### src/rtl/uart_pkg.sv
// ---------------------------------------------------------------------------
// uart_pkg -- definitions shared by the UART transmitter and receiver.
//
// Contents:
//   tx_state_t   : frame state enum (IDLE, START, DATA, PARITY, STOP)
//   PARITY_EVEN  : parity select value, XOR of the data bits
//   PARITY_ODD   : parity select value, inverse XOR of the data bits
//   data_mask()  : mask keeping the low nbits of a byte
// ---------------------------------------------------------------------------
package uart_pkg;

    typedef enum logic [2:0] {
        IDLE   = 3'd0,
        START  = 3'd1,
        DATA   = 3'd2,
        PARITY = 3'd3,
        STOP   = 3'd4
    } tx_state_t;

    localparam int PARITY_EVEN = 0;
    localparam int PARITY_ODD  = 1;

    function automatic logic [7:0] data_mask(input int nbits);
        data_mask = 8'((9'd1 << nbits) - 9'd1);
    endfunction

endpackage

### src/rtl/baud_gen.sv
// ---------------------------------------------------------------------------
// baud_gen -- bit-period timer for the UART transmitter.
//
// A 32-bit counter runs 0 .. DIVISOR-1 and wraps; tick is high for the one
// cycle in which the count equals DIVISOR-1, i.e. the last cycle of a bit.
//
// Parameters:
//   DIVISOR : clk cycles per bit period (2 .. 2^32-1)
// Ports:
//   clk   : clock, rising edge
//   RSTn  : asynchronous active-low reset, clears the count
//   clear : synchronous clear, holds the count at 0
//   tick  : last cycle of the current bit period
// ---------------------------------------------------------------------------
module baud_gen #(
    parameter int unsigned DIVISOR = 10
) (
    input  logic clk,
    input  logic RSTn,
    input  logic clear,
    output logic tick
);

    localparam logic [31:0] LAST = 32'(DIVISOR - 1);

    logic [31:0] count;

    assign tick = (count == LAST);

    always_ff @(posedge clk or negedge RSTn) begin
        if (!RSTn) begin
            count <= '0;
        end else if (clear || tick) begin
            count <= '0;
        end else begin
            count <= count + 32'd1;
        end
    end

endmodule

### src/rtl/tx_fsm.sv
// ---------------------------------------------------------------------------
// tx_fsm -- UART transmitter.
//
// Sends start bit (0), TX_NUM_BITS data bits LSB first, an optional parity
// bit, and one stop bit (1). Each bit lasts DIVISOR clk cycles.
//
// Build option:
//   TX_PARITY_EN : when defined, a parity bit follows the data bits
//                  (even or odd as chosen by PARITY); when undefined the
//                  frame goes straight from data to stop.
//
// Parameters:
//   DIVISOR     : clk cycles per bit (2 .. 2^32-1)
//   TX_NUM_BITS : data bits per frame (5 .. 8)
//   PARITY      : PARITY_EVEN (0) or PARITY_ODD (1)
// Ports:
//   clk       : clock, rising edge
//   RSTn      : asynchronous active-low reset; aborts any frame
//   data_in   : byte to send; bits above TX_NUM_BITS-1 are ignored
//   tx_valid  : data_in is valid
//   tx_ready  : transmitter idle, can accept a byte
//   TX        : serial line, registered, idle high
//   tx_busy   : frame in progress (inverse of tx_ready)
//   tx_done   : one-cycle pulse as the stop bit completes
//   state_dbg : current FSM state
//
// Handshake: a byte is taken on a rising clk edge where tx_valid and
// tx_ready are both 1; tx_ready is 1 exactly while in IDLE, so tx_valid
// and data_in are don't-care for the whole frame.
// ---------------------------------------------------------------------------
module tx_fsm #(
    parameter int unsigned DIVISOR     = 10,
    parameter int          TX_NUM_BITS = 8,
    parameter int          PARITY      = 0
) (
    input  logic                clk,
    input  logic                RSTn,
    input  logic [7:0]          data_in,
    input  logic                tx_valid,
    output logic                tx_ready,
    output logic                TX,
    output logic                tx_busy,
    output logic                tx_done,
    output uart_pkg::tx_state_t state_dbg
);

    import uart_pkg::*;

    // PARITY names the module parameter here, so the parity state is
    // always written with its package prefix.

    localparam logic [3:0] LAST_BIT  = 4'(TX_NUM_BITS - 1);
    localparam logic [7:0] DATA_MASK = data_mask(TX_NUM_BITS);

    if (TX_NUM_BITS < 5 || TX_NUM_BITS > 8) begin : g_bad_num_bits
        $error("tx_fsm: TX_NUM_BITS must be 5..8");
    end
    if (PARITY != PARITY_EVEN && PARITY != PARITY_ODD) begin : g_bad_parity
        $error("tx_fsm: PARITY must be 0 or 1");
    end
    if (DIVISOR < 2) begin : g_bad_divisor
        $error("tx_fsm: DIVISOR must be at least 2");
    end

    tx_state_t  state, state_n;
    logic [3:0] bit_cnt, bit_cnt_n;
    logic [7:0] data_reg, data_n;
    logic       tx_n;
    logic       done_n;
    logic       tick;

    // The baud counter sits at 0 throughout IDLE, so the acceptance edge
    // starts the start bit with a fresh count.
    baud_gen #(
        .DIVISOR (DIVISOR)
    ) u_baud (
        .clk   (clk),
        .RSTn  (RSTn),
        .clear (state == IDLE),
        .tick  (tick)
    );

    always_ff @(posedge clk or negedge RSTn) begin
        if (!RSTn) begin
            state    <= IDLE;
            bit_cnt  <= '0;
            data_reg <= '0;
            TX       <= 1'b1;
            tx_done  <= 1'b0;
        end else begin
            state    <= state_n;
            bit_cnt  <= bit_cnt_n;
            data_reg <= data_n;
            TX       <= tx_n;
            tx_done  <= done_n;
        end
    end

    always_comb begin
        state_n   = state;
        bit_cnt_n = bit_cnt;
        data_n    = data_reg;
        done_n    = 1'b0;
        case (state)
            IDLE: begin
                if (tx_valid) begin
                    state_n   = START;
                    bit_cnt_n = '0;
                    data_n    = data_in & DATA_MASK;
                end
            end
            START: begin
                if (tick) begin
                    state_n   = DATA;
                    bit_cnt_n = '0;
                end
            end
            DATA: begin
                if (tick) begin
                    if (bit_cnt == LAST_BIT) begin
`ifdef TX_PARITY_EN
                        state_n = uart_pkg::PARITY;
`else
                        state_n = STOP;
`endif
                    end else begin
                        bit_cnt_n = bit_cnt + 4'd1;
                    end
                end
            end
            uart_pkg::PARITY: begin
`ifdef TX_PARITY_EN
                if (tick) begin
                    state_n = STOP;
                end
`else
                // Unreachable without the parity slot; recover to IDLE.
                state_n = IDLE;
`endif
            end
            STOP: begin
                if (tick) begin
                    state_n = IDLE;
                    done_n  = 1'b1;
                end
            end
            default: state_n = IDLE;
        endcase
    end

    // TX is registered from the next state, so the line changes on the
    // same edge as the state and each bit spans exactly one bit period.
    always_comb begin
        tx_n = 1'b1;
        case (state_n)
            START: tx_n = 1'b0;
            DATA:  tx_n = data_n[bit_cnt_n[2:0]];
`ifdef TX_PARITY_EN
            uart_pkg::PARITY: tx_n = (^data_n) ^ (PARITY == PARITY_ODD);
`endif
            default: tx_n = 1'b1;
        endcase
    end

    assign tx_ready  = (state == IDLE);
    assign tx_busy   = ~tx_ready;
    assign state_dbg = state;

endmodule
### config.mk
export PLATFORM = sky130hd
export DESIGN_NAME = tx_fsm
export DESIGN_NICKNAME = d
export VERILOG_FILES = /design/src/rtl/uart_pkg.sv /design/src/rtl/baud_gen.sv /design/src/rtl/tx_fsm.sv
export SDC_FILE = /design/constraint.sdc
export NUM_CORES = 1
export LEC_CHECK = 0
export CORE_MARGIN = 1.5
export CORE_UTILIZATION = 48
export CTS_BUF_LIST = sky130_fd_sc_hd__clkbuf_4 sky130_fd_sc_hd__clkbuf_8
export DETAILED_ROUTE_END_ITERATION = 7
export PLACE_DENSITY = 0.69
export RECOVER_POWER = 100
export SETUP_SLACK_MARGIN = 0.5
export SLEW_MARGIN = 20
export SYNTH_ARGS = -nofsm -noshare
export SYNTH_HDL_FRONTEND = slang
export SYNTH_HIERARCHICAL = 1
export SYNTH_SLANG_ARGS = --single-unit
### constraint.sdc
create_clock -name clk -period 2.2 [get_ports clk]
set_input_delay 0.44 -clock clk [delete_from_list [all_inputs] [get_ports clk]]
set_output_delay 0.44 -clock clk [all_outputs]
set_load 0.02 [all_outputs]
==> impl_metrics.ini <==
[drt]
wirelength_um = 8940
antenna_left = 0
dr.pass1.iters = 5
num_vias = 2864
wl_per_cell_um = 19.5
drc = 0
drt-vias-per-instance = 6.25
drt_iter0_drc = 296

[critical_path]
rrSetupSlack_ps = -340
end_kind = register
crit_chain = nor4_1, nand4_1, nor2_2, buf_4, buf_6, buf_4, a21oi_2, o21ai_4, o221ai_1, o22ai_2, o311a_1
cp_max_fo = 8
critical_path_arrival_ps = 2790
crit_family = compound AO/OA/AOI/OAI gates
critPathBufInv = 3
critical_path_required_ps = 2440
worst_setup_path_start_kind = register
crit_slowest_cell = dfrtp_1
max_stage_delay_ps = 410
crit_top_cell = buf_4
path_class = reg -> reg

[sta]
fin_crit_ps = 2540
grt_setup_unrepaired = true
maxSlewViolCount = 0
hold_viol = 0
worst_pin_slew_ps = 1280
setup_viol = 39
setup_slack_ps = -344
fin_worst_skew_ps = 11.5
timing.fmax_mhz = 393
maxSlewHeadroom_pct = 14.6
period_share_pct = 116

[placement]
io_buffers = 17
post-place-ws_ps = -237
dp_hpwl_um = 5060
gp_congestion = 0.955
placed_area_um2 = 3460

[logic_synthesis]
synth.distinct_cells = 51
synth_area_leaders = dfrtp_1 44%, a21oi_1 4.2%, or4_1 4.1%
syn_area_per_cell_um2 = 9.57
synth_seq_cells = 49
syn_area_um2 = 2750
yosysTopAreaCellShare_pct = 43.7
netlist_instances = 287
yosysTopAreaCell = dfrtp_1
synth-edff-count = 0
syn-num-nets = 301
synth_ff_type = dfrtp_1
ys_seq_area_share_pct = 44.7
synth-async-reset-ratio_pct = 100
yosys_warnings = 6

[floorplan]
core_area_um2 = 5510
core.rowCount = 27
io_pins = 18
start_util_pct = 49.9
die-height_um = 78.7
dieArea_um2 = 6190
die_x_um = 78.7

[cells_and_area]
antennaDiodeCount = 0
area_growth_pct = 54.8
drive_gt1_share_pct = 45.3
multi_input_area_um2 = 1800
largest_register_ffs = 32
seqCellArea_um2 = 1230
fin_nets = 399
final_cell_area_um2 = 4250
fill_cells = 337

[clocking]
cts_tree = yes
cts_root_buf = clkbuf_8
clk_latency_ps = 310
cts.sinks = 49
hold_buffers = 0
numCtsBuffers = 5
clk_pin_slew_ps = 100
htreeDepth = 2
clk_path_buf_depth = 2

[grt]
grt_first_pass_wirelength_um = 13800
grt_max_degree = 28
antenna_found_initial = 0
grt_pass1_vias = 2786
grt.total_usage_pct = 29.1
overflow = 0

[power]
vdd_drop_max_uv = 636
cellPowerDensity_nw_per_um2 = 894
p_leak_nw = 1.77

[outcome]
outcome = complete, but fails checks
failed_checks = negative setup slack

[hold_path]
hp-class = in -> async

[job]
cap_violations = 0
[power by group]
| part | leakage, nW | internal, W | switching (W) | total [W] |
|---|---|---|---|---|
| Combinational | 1.05 | 0.00104 | 0.000939 | 0.00198 |
| Sequential | 0.654 | 0.00105 | 0.0000988 | 0.00115 |
| Clock | 0.0586 | 0.000351 | 0.000322 | 0.000673 |
[metrics by stage]
step           utilization, %  hold slack, ps  cells  total power (W)  TNS [ps]
2_1_floorplan               -             144    287          0.00178         0
3_3_place_gp             62.9             456    425          0.00223      -287
3_5_place_dp             62.9             461    425          0.00226      -237
4_1_cts                  75.0             119    453          0.00366     -2300
5_1_grt                  77.2             454    458          0.00398     -7530
6_report                 77.2             384    458          0.00380     -3550
[cells in the final DEF, fill, tap and decap left out, types with 3 or more instances in the layout]
master and instances:
and3_1 4, or3_1 5, o31ai_1 13, buf_4 61, nand3_1 13, a21o_1 3, mux2i_4 3, nor4_2 3
and4_1 5, buf_16 3, xnor2_1 4, buf_12 4, or4_1 14, nor2_2 4, nand3b_1 3, a21oi_4 3
o21ai_0 5, nor2_1 3, nor4_1 5, dlygate4sd2_1 5, a21oi_2 17, clkbuf_8 5, xor2_1 9, dfrtp_1 48
a21oi_1 3, mux2_2 5, inv_1 5, buf_6 20, clkdlybuf4s50_1 8, nand4_1 13, o21ai_1 3, nand2_1 18
inv_2 5, nor2_4 14
[metal layers]
metal / wire length [um] / vias up / GRT usage (%) / share of wire, %
met5: 0 / - / 0 / 0
met4: 197 / 0 / 9.29 / 2.2
met3: 471 / 29 / 4.42 / 5.3
met2: 4840 / 146 / 54.7 / 54
met1: 3440 / 1396 / 33.3 / 38
li1: - / 1293 / - / -
[Yosys cell counts (7+ instances only)]
cell / n
nand3_1: 13
nand2_1: 19
nor2_1: 21
o31ai_1: 14
clkbuf_1: 7
dfrtp_1: 48
o21ai_0: 9
nor4_1: 8
or4_1: 15
nand4_1: 13
xor2_1: 9
a21oi_1: 23
inv_1: 10
[kinds of logic (layout without fill, tap and decap cells)]
| family | count (synthesis) | in the layout | share of synthesized area [%] |
|---|---|---|---|
| and+or+nand+nor | 122 | 122 | 26.3 |
| AOI/OAI and AO/OA | 66 | 66 | 15.4 |
| DFF | 49 | 49 | 44.7 |
| buffers and inverters | 24 | 123 | 4.23 |
| xor gates and xnor gates | 13 | 13 | 4.14 |
| muxes | 10 | 10 | 3.87 |
| adders and majority gates | 3 | 3 | 1.37 |
[worst register-to-register path, cell delays in order, from the launching register on]
cell      delay [ps]
dfrtp_1          410
nor4_1           370
nand4_1          250
nor2_2           180
buf_4            140
buf_6            130
buf_4            140
a21oi_2          100
o21ai_4          260
o221ai_1         160
o22ai_2          170
o311a_1          180
[cell type report]
| cell class | instances | share of cell area [%] |
|---|---|---|
| repair buffers | 105 | 23.3 |
| multi-input cells | 214 | 42.2 |
| flip-flops and latches | 49 | 28.9 |
| inverters | 10 | 0.883 |
| well taps | 72 | 2.12 |
| clock inverters | 2 | 0.824 |
| clock buffers | 6 | 1.79 |
[path summary, 6_finish.rpt]
| path | start | endpoint | cells past startpoint |
|---|---|---|---|
| max in group asynchronous | RSTn | data_reg[2] | 2 |
| min reg2reg | data_reg[2] | data_reg[2] | 1 |
| min | RSTn | u_baud/count[18] | 1 |
| max | u_baud/count[25] | TX | 11 |
| min in group clk | data_reg[2] | data_reg[2] | 1 |
| max reg2reg | u_baud/count[25] | TX | 11 |
[what timing repair did]
item                       4_1_cts  5_1_grt
hold endpoints to repair         0        0
pin swaps                       20       16
setup endpoints to repair       51       47
gates cloned                     3        0
setup buffers                   17        5
gates resized for setup        100       24
(Power assumes the default switching activity.)
